<file path="config.mk">
export PLATFORM = sky130hd
export DESIGN_NAME = pp_interpolator_2
export DESIGN_NICKNAME = d
export VERILOG_FILES = /design/src/rtl/pp_interpolator_2.sv
export SDC_FILE = /design/constraint.sdc
export NUM_CORES = 1
export LEC_CHECK = 0
export CAP_MARGIN = 5
export CORE_MARGIN = 2
export CORE_UTILIZATION = 50
export DETAILED_ROUTE_END_ITERATION = 7
export PLACE_DENSITY_LB_ADDON = 0.15
export SLEW_MARGIN = 5
export SYNTH_ARGS = -nofsm -noshare
export SYNTH_HDL_FRONTEND = slang
export SYNTH_SLANG_ARGS = --single-unit
</file>
<file path="constraint.sdc">
create_clock -name clk -period 6.36 [get_ports clk]
set_input_delay 1.272 -clock clk [delete_from_list [all_inputs] [get_ports clk]]
set_output_delay 1.272 -clock clk [all_outputs]
set_load 0.01 [all_outputs]
</file>
<file path="src/rtl/pp_interpolator_2.sv">
// -----------------------------------------------------------------------------
// pp_interpolator_2
//
// Two-phase polyphase FIR interpolator (upsample by 2). Every accepted input
// sample produces two full-precision filtered outputs, phase 0 first and then
// phase 1. Output rescaling is left to a downstream saturate/truncate stage.
//
// Optional feature macro: PP_INTERP_BYPASS_EN
//   When defined, a 'bypass' input exists. If it is high at input accept, both
//   outputs are the input sample sign-extended (zero-order hold) while the
//   delay line keeps shifting so the filter history stays continuous.
//
// Parameters:
//   DATA_WIDTH   - signed input sample width
//   COEFF_WIDTH  - signed coefficient width
//   N_TAPS       - taps per phase (prototype length is 2*N_TAPS, N_TAPS >= 2)
//   COEFFS       - packed prototype, h[i] at [i*COEFF_WIDTH +: COEFF_WIDTH]
//   OUTPUT_WIDTH - (local) full-precision output width
//
// Ports:
//   clk           - single clock, rising edge
//   rst           - synchronous active-high reset
//   bypass        - filter bypass, sampled at accept (PP_INTERP_BYPASS_EN only)
//   src_data_in   - signed input sample
//   src_valid_in  - input sample valid
//   src_ready_out - block can accept a sample this cycle
//   dst_data_out  - signed full-precision output sample
//   dst_valid_out - output sample valid
//   dst_ready_in  - downstream accepts the output
// -----------------------------------------------------------------------------
module pp_interpolator_2 #(
    parameter int DATA_WIDTH  = 16,
    parameter int COEFF_WIDTH = 5,
    parameter int N_TAPS      = 4,
    parameter logic [2*N_TAPS*COEFF_WIDTH-1:0] COEFFS =
        {5'd1, 5'd3, 5'd6, 5'd8, 5'd8, 5'd6, 5'd3, 5'd1},
    localparam int OUTPUT_WIDTH = DATA_WIDTH + COEFF_WIDTH + $clog2(N_TAPS) + 1
) (
    input  logic                           clk,
    input  logic                           rst,
`ifdef PP_INTERP_BYPASS_EN
    input  logic                           bypass,
`endif
    input  logic signed [DATA_WIDTH-1:0]   src_data_in,
    input  logic                           src_valid_in,
    output logic                           src_ready_out,
    output logic signed [OUTPUT_WIDTH-1:0] dst_data_out,
    output logic                           dst_valid_out,
    input  logic                           dst_ready_in
);

    // Output sequencing states: nothing pending, phase 0 shown, phase 1 shown.
    localparam logic [1:0] ST_IDLE = 2'd0;
    localparam logic [1:0] ST_PH0  = 2'd1;
    localparam logic [1:0] ST_PH1  = 2'd2;

    localparam int HIST_DEPTH = N_TAPS - 1;

    logic [1:0] state_q;
    logic [1:0] state_d;

    // Only the N_TAPS-1 most recent past samples are kept: the oldest tap
    // value of the window would be shifted out at the very accept that could
    // use it, so it never contributes to a sum and needs no storage.
    logic signed [DATA_WIDTH-1:0] delay_q [HIST_DEPTH];

    logic signed [OUTPUT_WIDTH-1:0] dataOut_q;
    logic signed [OUTPUT_WIDTH-1:0] dataOut_d;
    logic signed [OUTPUT_WIDTH-1:0] y1Hold_q;
    logic signed [OUTPUT_WIDTH-1:0] y1Hold_d;

    logic signed [OUTPUT_WIDTH-1:0] coefExt [2*N_TAPS];
    logic signed [OUTPUT_WIDTH-1:0] xExt    [N_TAPS];
    logic signed [OUTPUT_WIDTH-1:0] phase0Sum;
    logic signed [OUTPUT_WIDTH-1:0] phase1Sum;
    logic signed [OUTPUT_WIDTH-1:0] y0Sel;
    logic signed [OUTPUT_WIDTH-1:0] y1Sel;

    logic srcAccept;

    // Coefficients are sign-extended to the output width once so that every
    // product below is a same-width signed multiply with no hidden truncation.
    for (genvar i = 0; i < 2 * N_TAPS; i++) begin : g_coef
        localparam logic [COEFF_WIDTH-1:0] C = COEFFS[i*COEFF_WIDTH +: COEFF_WIDTH];
        assign coefExt[i] = {{(OUTPUT_WIDTH - COEFF_WIDTH){C[COEFF_WIDTH-1]}}, C};
    end

    // The filter window is the incoming sample followed by the stored history.
    assign xExt[0] = {{(OUTPUT_WIDTH - DATA_WIDTH){src_data_in[DATA_WIDTH-1]}}, src_data_in};
    for (genvar k = 1; k < N_TAPS; k++) begin : g_window
        assign xExt[k] = {{(OUTPUT_WIDTH - DATA_WIDTH){delay_q[k-1][DATA_WIDTH-1]}},
                          delay_q[k-1]};
    end

    // Both polyphase branches: even prototype taps feed phase 0, odd taps
    // feed phase 1. The output width has headroom for the worst-case sum.
    always_comb begin
        phase0Sum = '0;
        phase1Sum = '0;
        for (int k = 0; k < N_TAPS; k++) begin
            phase0Sum = phase0Sum + xExt[k] * coefExt[2*k];
            phase1Sum = phase1Sum + xExt[k] * coefExt[2*k+1];
        end
    end

`ifdef PP_INTERP_BYPASS_EN
    // Zero-order hold: repeat the sign-extended input on both phases.
    assign y0Sel = bypass ? xExt[0] : phase0Sum;
    assign y1Sel = bypass ? xExt[0] : phase1Sum;
`else
    assign y0Sel = phase0Sum;
    assign y1Sel = phase1Sum;
`endif

    // A new sample can enter when nothing is pending, or when the last
    // pending output (phase 1) is being taken this very cycle, which lets a
    // new pair follow the old one with no bubble.
    assign src_ready_out = (state_q == ST_IDLE) ||
                           ((state_q == ST_PH1) && dst_ready_in);
    assign srcAccept     = src_valid_in && src_ready_out;

    assign dst_valid_out = (state_q == ST_PH0) || (state_q == ST_PH1);
    assign dst_data_out  = dataOut_q;

    // Sequencing of the output pair. Phase 0 goes straight to the output
    // register at accept; phase 1 waits in its holding register until phase
    // 0 has been handed over. The output register only changes on accept or
    // on handshake, so data stays stable while stalled.
    always_comb begin
        state_d   = state_q;
        dataOut_d = dataOut_q;
        y1Hold_d  = y1Hold_q;
        case (state_q)
            ST_IDLE: begin
                if (srcAccept) begin
                    state_d   = ST_PH0;
                    dataOut_d = y0Sel;
                    y1Hold_d  = y1Sel;
                end
            end
            ST_PH0: begin
                if (dst_ready_in) begin
                    state_d   = ST_PH1;
                    dataOut_d = y1Hold_q;
                end
            end
            ST_PH1: begin
                if (dst_ready_in) begin
                    if (srcAccept) begin
                        state_d   = ST_PH0;
                        dataOut_d = y0Sel;
                        y1Hold_d  = y1Sel;
                    end else begin
                        state_d = ST_IDLE;
                    end
                end
            end
            default: begin
                state_d = ST_IDLE;
            end
        endcase
    end

    // State, output registers and delay line. Reset discards any pending
    // pair and clears the history so the next sample starts from silence.
    always_ff @(posedge clk) begin
        if (rst) begin
            state_q   <= ST_IDLE;
            dataOut_q <= '0;
            y1Hold_q  <= '0;
            for (int k = 0; k < HIST_DEPTH; k++) begin
                delay_q[k] <= '0;
            end
        end else begin
            state_q   <= state_d;
            dataOut_q <= dataOut_d;
            y1Hold_q  <= y1Hold_d;
            if (srcAccept) begin
                delay_q[0] <= src_data_in;
                for (int k = 1; k < HIST_DEPTH; k++) begin
                    delay_q[k] <= delay_q[k-1];
                end
            end
        end
    end

endmodule
</file>
== Yosys cells after proc, flatten, opt, wreduce, memory -nomap -nowiden ==
Memory sizes are Yosys's and may differ from the RTL's.
Index checks and enable logic that the tools add are counted.
Word-level totals
  register bits after elaboration: 50
  memory bits (writable): 48
  input port bits: 20
  output and inout port bits: 26
  word-level logic and storage cells: 52
  memories kept: 1
Memories
  delay_q: depth 3, width 16, rd ports 3, clocked after memory_dff 0, wr ports 3, line 65  | logic signed [DATA_WIDTH-1:0] delay_q [HIST_DEPTH];
Operators by class
  add/sub/neg operators: 6
  multiply operators: 4
  equal/unequal tests: 5
  mux-type cells: 20
  bitwise operators: 3
  reduce and logical (&&, ||, !) cells: 10
Operator list (count)
  2-to-1 mux 24 bit: 5
  multiplier 16 x 3 -> 19 bit (second input constant): 4
  case mux 24 bit (3 select lines): 1
  2-to-1 mux 16 bit: 3
  case mux 24 bit (2 select lines): 1
  adder 22 x 19 -> 23 bit: 1
  adder 21 x 16 -> 22 bit: 1
  adder 21 x 19 -> 22 bit: 1
  adder 16 x 20 -> 21 bit: 1
  adder 20 x 20 -> 21 bit: 1
  adder 19 x 19 -> 20 bit: 1
  2-to-1 mux 1 bit: 6
  2-to-1 mux 2 bit: 3
  inequality test 2 bit (second input constant): 3
  case mux 2 bit (3 select lines): 1
  AND reduction 3 bit: 2
  bitwise OR 1 bit: 3
  nonzero test 3 bit: 1
  == test 2 x 1 -> 1 bit (second input constant): 1
  == test 2 bit (second input constant): 1
  logical AND 1 bit: 2
  zero test 2 bit: 1
  logical OR 1 bit: 2
  AND reduction 2 bit: 1
  nonzero test 2 bit: 1

== Logic depth before layout (Yosys ltp) ==
Gate-level depths: netlist (run 1).
  word-level depth: 8
  mapped depth: 25
  gate-level depth less buffers: 25

== Worst setup path before layout (run 1) ==
OpenSTA, ideal clock, no wires.
  kind: reg2reg
  start point: mem delay_q[1][2], in the netlist delay_q[0][18]
  end point: reg y1Hold_q[18]
  arrival time: 5.589 ns
  data required time: 6.243 ns
  slack: 0.654 ns
  cell stages (with the launch flop): 25
  buffers on the path: 0
  period minus slack after synthesis: 5.706 ns
  cell sequence: edfxtp_1 -> ha_1 -> ha_1 -> inv_1 -> fa_1 -> nand2b_1 -> a21boi_0 -> o21ai_1 -> a21o_1 -> a21boi_0 -> o21ai_0 -> a211o_1 -> fa_1 -> inv_1 -> fa_1 -> inv_1 -> fa_1 -> inv_1 -> ha_1 -> a2111oi_0 -> o21ai_0 -> o21ai_0 -> a21oi_1 -> or3_1 -> a32o_1
RTL lines
  start, declared: line 65
  end signal, assigned: line 177  | y1Hold_q <= y1Hold_d;
  end, declared: line 69  | logic signed [OUTPUT_WIDTH-1:0] y1Hold_q;

==> impl_metrics.toml, run 1 <==
[sta]
report.final.hold_viol_count = 0
rsz0062_at_grt = "no"
finalSetupTns_ns = 0
slew_violations = 0
worst_pin_slew_ns = 0.947
clock-skew-final_ns = 0.0129
setup_viol = 0
period_minus_slack_ns = 6.11
post-route-period-util_pct = 96.1
max_freq_ghz = 0.164
max-slew-margin-rel_pct = 36.8

[worst_hold_path]
hold_class = "reg -> reg"

[final_layout]
syn_to_final_growth_pct = 9.72
antennaDiodeCount = 0
multi_input_area_sq_um = 7560
filler_cell_count = 1975
mostFrequentLayoutCell = "inv_1"
layout_common_cells = "238 x inv_1, 153 x ha_1, 102 x fa_1"
drive_gt1_share_pct = 4.90
register_area_sq_um = 2380
fin_nets = 1514

[drt]
viasPerCell = 5.50
drcViolationCount = 0
antenna_left = 0
drt_wl_total_mm = 26.1
wl_per_cell_um = 17.1
drt_pass1_iterations = 5
vias = 8382
drtIter0Drc = 552

[global_routing]
grt.total_usage_pct = 23.6
grt_pass1_vias = 8443
grt_max_degree = 49
antenna_found_initial = 0
grt_pass1_wl_mm = 44.0
grt.overflow.total = 0

[critical_path]
worst_ep_required_time_ns = 6.61
r2r_start = "delay_q[0][4]$_SDFFCE_PN0P_"
endpoint = "dst_data_out[21]$_SDFFE_PP0P_"
arrival_ns = 6.36
crit_type = "reg -> reg"
ff2ff_path_depth = 23
rr_endpoint = "dst_data_out[21]$_SDFFE_PP0P_"
critPathCaptureType = "flop"
setup.worst_path.start = "delay_q[0][4]$_SDFFCE_PN0P_"
ff2ff_setup_slack_ns = 0.25
start_kind = "flop"
path_max_fanout = 6

[clock_network]
cts-root-buf = "clkbuf_16"
max-clock-path-buffers = 2
cts_sinks = 95
cts_made_buffers = 9
h-tree-depth = 3
clk_pin_slew_ns = 0.08
holdBufCountCts = 0
cts_tree = "built"
clk_latency_ns = 0.36

[synthesis]
synth_flop_cell = "edfxtp_1"
synth_cells = 1198
ys_types = 74
synth_nets = 1473
yosys-mux-area-fraction_pct = 0.913
synth_compound_area_share_pct = 15.4
syn_avg_cell_area_sq_um = 9.15
synth_top_family_by_area = "adder cells"
syn_area_sq_um = 11000
synthAdderAreaFrac_pct = 36.1
seq_area_frac_synth_pct = 21.7
async_reset_ff_share_pct = 0
ys_ff_latch = 95
ys_warn_count = 0
synth_xor_area_share_pct = 3.51
synth_simple_gate_area_share_pct = 12.7
synth_edf_count = 48

[die]
die_x_um = 152
die_area_sq_um = 23100
core_sq_um = 21700
io_pins = 46
rows = 54
initial_utilization_pct = 50.6
die_h_um = 152

[placed_design]
io_buffers = 45
gp_congestion = 0.888
dp_hpwl_mm = 20.9

[flow_run]
cap_violations = 0

[run_status]
status = "complete, no violations"
==> worst max-delay path, stage by stage (launching register included) <==
cell      delay (ns)
edfxtp_1        0.49
ha_1            0.35
ha_1            0.37
a21oi_1         0.17
nor2b_1         0.07
or3_1           0.34
a21o_1          0.20
a21oi_1         0.17
xor2_1          0.11
fa_1            0.49
inv_1           0.05
fa_1            0.47
inv_1           0.05
fa_1            0.55
inv_1           0.09
ha_1            0.40
o21a_1          0.16
o21a_1          0.10
o32ai_1         0.07
buf_4           0.15
nor4b_1         0.63
nand3_1         0.24
mux2i_1         0.21
nor2_1          0.06
==> stage by stage <==
step	setup slack (ns)	hold WS, ns	utilization, %	cell area, sq um	instances
after floorplan	0.654	0.432	-	11000	1198
after global placement	0.314	0.439	53.9	11700	1504
after detailed placement	0.178	0.450	53.9	11700	1504
after CTS	0.149	0.462	55.2	12000	1520
after global routing	0.0113	0.483	55.5	12000	1524
final	0.250	0.459	55.5	12000	1524
==> cells in the mapped netlist, types with 6 or more instances <==
cell	count	area (sq um)
xor2_1	21	184
dfxtp_1	47	941
o21ai_0	38	190
fa_1	102	2040
nor2_1	54	203
ha_1	153	1910
o21ai_1	8	40.0
and2_1	18	113
nor2b_1	15	93.8
mux2i_1	10	100
xnor2_1	23	201
a21oi_1	67	335
nand2b_1	10	62.6
inv_1	238	893
nand2_1	55	206
nor3_1	63	315
or3_1	7	43.8
nand3_1	20	100
clkbuf_1	24	90.1
a31oi_1	6	37.5
o21a_1	20	150
edfxtp_1	48	1440
a211oi_1	15	113
and3_1	8	50.1
a21o_1	19	143
o21bai_1	7	52.6
==> metal layers <==
metal	track usage [%]	up-vias	share of wire (%)
met5	0	-	0
met3	3.19	22	5.3
met1	36.6	4010	50
met4	4.67	0	1.2
li1	-	4152	-
met2	35.2	198	43
==> worst min path at each step <==
stage	cells after the start	start	slack (ns)	end
after global routing	2	y1Hold_q[16]$_SDFFE_PP0P_	0.48	y1Hold_q[16]$_SDFFE_PP0P_
final	2	y1Hold_q[6]$_SDFFE_PP0P_	0.46	y1Hold_q[6]$_SDFFE_PP0P_
after CTS	2	y1Hold_q[6]$_SDFFE_PP0P_	0.46	y1Hold_q[6]$_SDFFE_PP0P_
after detailed placement	2	y1Hold_q[6]$_SDFFE_PP0P_	0.45	y1Hold_q[6]$_SDFFE_PP0P_
after floorplan	2	y1Hold_q[7]$_SDFFE_PP0P_	0.43	y1Hold_q[7]$_SDFFE_PP0P_
after global placement	2	y1Hold_q[6]$_SDFFE_PP0P_	0.44	y1Hold_q[6]$_SDFFE_PP0P_
==> kinds of logic after synthesis <==
family	count (synthesis)
buf+inv	271
simple gates	277
flops	95
xor+xnor	44
fa+ha+maj	255
mux	10
compound gates	246
==> cell type report <==
class / count / share of cell area (%)
Clock buffer: 11 / 1.93
Multi-Input combinational cell: 832 / 62.8
Inverter: 240 / 7.49
Clock inverter: 5 / 0.354
Sequential cell: 95 / 19.8
Timing Repair Buffer: 61 / 4.70
Tap cell: 280 / 2.91
==> timing repair <==
| item | in CTS | in global routing |
|---|---|---|
| resized for setup | 0 | 10 |
| setup buffers | 0 | 4 |
| endpoints found under the setup margin | 0 | 6 |
==> state kept, by name, indices dropped and copies added (netlist names) <==
signal / cells
delay_q: 48
state_q: 2
dst_data_out: 23
y1Hold_q: 22
Power of run 1 is not shown: default switching activity piles up to over one toggle a cycle in this logic, so the estimate is an artifact.
==> run 2, diff against run 1 <==
==> constraint.sdc (replaced) <==
create_clock -name clk -period 6.36 [get_ports clk]
set_input_delay 1.272 -clock clk [delete_from_list [all_inputs] [get_ports clk]]
set_output_delay 1.272 -clock clk [all_outputs]
set_load 0.05 [all_outputs]
==> results of run 2 <==
Final layout, timing and power as in run 1 (identical DEF).
Power of run 2 is left out for the same reason.
==> run 3, diff against run 2 <==
--- a/config.mk
+++ b/config.mk
@@ -6,7 +6,7 @@
 export NUM_CORES = 1
 export LEC_CHECK = 0
 export CAP_MARGIN = 5
-export CORE_MARGIN = 2
+export CORE_MARGIN = 3
 export CORE_UTILIZATION = 50
 export DETAILED_ROUTE_END_ITERATION = 7
 export PLACE_DENSITY_LB_ADDON = 0.15
==> run 3 against run 2 <==
  * Clock skew is 0.00062 ns higher
  * Utilization is 1.1 points higher
  * Worst hold slack worse by 0.0046 ns
  * Non-clock buffer count is 3 lower
  * Die area is 2.6% higher
  * Via count is 0.14% higher
  * Maximum frequency is 0.63% higher
  * Setup slack better by 0.038 ns
  * First-iteration DRC count is 12% lower
  * Global-route usage is 0.38 points lower
==> impl_metrics.toml, run 3 (synthesis gave the netlist of run 1 again) <==
[critical_path]
start_kind = "flop"
critPathCaptureType = "flop"
path_max_fanout = 6
arrival_ns = 6.32
crit_family = "adder cells"
slowest_delay_ns = 0.54
path_buf_inv = 4
worst_ep_required_time_ns = 6.60
crit_type = "reg -> reg"
crit_chain = "ha_1 -> ha_1 -> inv_1 -> fa_1 -> nand2b_1 -> a21boi_2 -> o21ai_1 -> a21o_1 -> a21boi_0 -> o21ai_0 -> a211o_1 -> fa_1 -> inv_1 -> fa_1 -> inv_1 -> fa_1 -> inv_1 -> ha_1 -> a2111oi_2 -> o21ai_0 -> o21ai_1 -> a21oi_1 -> or3_1 -> a32o_1"
cp_slowest_cell = "fa_1"

[drt]
drtIter0Drc = 486
antenna_left = 0
drt_wl_total_mm = 26.5
vias = 8394
wl_per_cell_um = 17.5
viasPerCell = 5.54
drt_pass1_iterations = 5
drcViolationCount = 0

[clock_network]
cts_made_buffers = 9
clk_pin_slew_ns = 0.08
max-clock-path-buffers = 2
clk_latency_ns = 0.36
cts_sinks = 95
cts_tree = "built"
cts-root-buf = "clkbuf_16"
holdBufCountCts = 0
h-tree-depth = 3

[final_layout]
largest_register_ffs = 48
antennaDiodeCount = 0
filler_cell_count = 1935
design_area_sq_um = 12000
drive_gt1_share_pct = 4.59
regMostFlops = "delay_q"
syn_to_final_growth_pct = 9.83
mostFrequentLayoutCell = "inv_1"
layout_common_cells = "238 x inv_1, 153 x ha_1, 102 x fa_1"
fin_nets = 1511
finalNonFillerCells = 1516

[global_routing]
grt.overflow.total = 0
grt_pass1_wl_mm = 44.4
grt.total_usage_pct = 23.2
grt_max_degree = 49
antenna_found_initial = 0
grt_pass1_vias = 8486

[die]
initial_utilization_pct = 51.5
core_sq_um = 21300
die_x_um = 154
io_pins = 46
die_area_sq_um = 23700
die_h_um = 154
rows = 53

[placed_design]
gp_congestion = 0.882
place_area_sq_um = 11700
io_buffers = 45
dp_cells = 1497
dp_hpwl_mm = 21.1

[sta]
clock-skew-final_ns = 0.0135
rsz0062_at_grt = "no"
report.final.hold_viol_count = 0
slew_violations = 0
whs_ns = 0.455
max_freq_ghz = 0.165
post-route-period-util_pct = 95.5
period_minus_slack_ns = 6.07
worst_pin_slew_ns = 0.962
max-slew-margin-rel_pct = 35.9
setup_viol = 0
finalSetupTns_ns = 0

[run_status]
status = "complete, no violations"

[worst_hold_path]
hold_class = "reg -> reg"

[flow_run]
cap_violations = 0
[run 3: changes by cell type in the layout (fill, tap and decap cells not counted)]
cell | previous run | this run
a21boi_0 | 0 | 1
inv_6 | 2 | 1
inv_4 | 0 | 1
nor4b_1 | 4 | 5
nor4b_2 | 1 | 0
buf_4 | 16 | 13
clkinv_2 | 1 | 0
a21boi_1 | 1 | 0
inv_8 | 1 | 0
clkinv_4 | 1 | 0
clkbuf_16 | 9 | 12
[run 3: area by class of cell]
type | count | area (sq um) | area share, %
Multi-Input combinational cell | 832 | 7550 | 62.7
Tap cell | 275 | 344 | 2.86
Clock buffer | 14 | 308 | 2.56
Sequential cell | 95 | 2380 | 19.8
Timing Repair Buffer | 58 | 543 | 4.51
Clock inverter | 2 | 15.0 | 0.125
Inverter | 240 | 901 | 7.48
[run 3: per-layer routing]
layer | up-vias | GRT usage, % | part of all wire, %
met4 | 0 | 5.13 | 1.2
met2 | 174 | 34.7 | 43
met3 | 16 | 3.07 | 4.7
met5 | - | 0 | 0
met1 | 4062 | 35.8 | 51
li1 | 4142 | - | -
[run 3: tightest hold or removal path: cells and delay by family (launching register included)]
kind | cells | cell delay [ns]
AOI/OAI and AO/OA | 1 | 0.05
and+or+nand+nor | 1 | 0.05
DFF | 1 | 0.31
[run 3: worst paths after layout]
check / start / endpoint / slack, ns / depth (start not counted)
worst max-delay path: delay_q[0][17]$_SDFFCE_PN0P_ / y1Hold_q[18]$_SDFFE_PP0P_ / 0.29 / 24
worst max register to register: delay_q[0][17]$_SDFFCE_PN0P_ / y1Hold_q[18]$_SDFFE_PP0P_ / 0.29 / 24
worst min-delay path: y1Hold_q[6]$_SDFFE_PP0P_ / y1Hold_q[6]$_SDFFE_PP0P_ / 0.45 / 2
worst min register to register: y1Hold_q[6]$_SDFFE_PP0P_ / y1Hold_q[6]$_SDFFE_PP0P_ / 0.45 / 2
[run 3: stage by stage]
step | worst slack [ns] | util, %
2_1_floorplan | 0.654 | -
3_3_place_gp | 0.305 | 54.8
3_5_place_dp | 0.102 | 54.8
4_1_cts | 0.0245 | 56.4
5_1_grt | 0.00184 | 56.6
6_report | 0.288 | 56.6
[run 3: what timing repair did]
item                                    in CTS  in global routing
setup buffers                                0                  3
resized for setup                            0                  8
endpoints found under the hold margin        0                  0
endpoints found under the setup margin       0                  8
Power of run 3 is left out for the same reason.
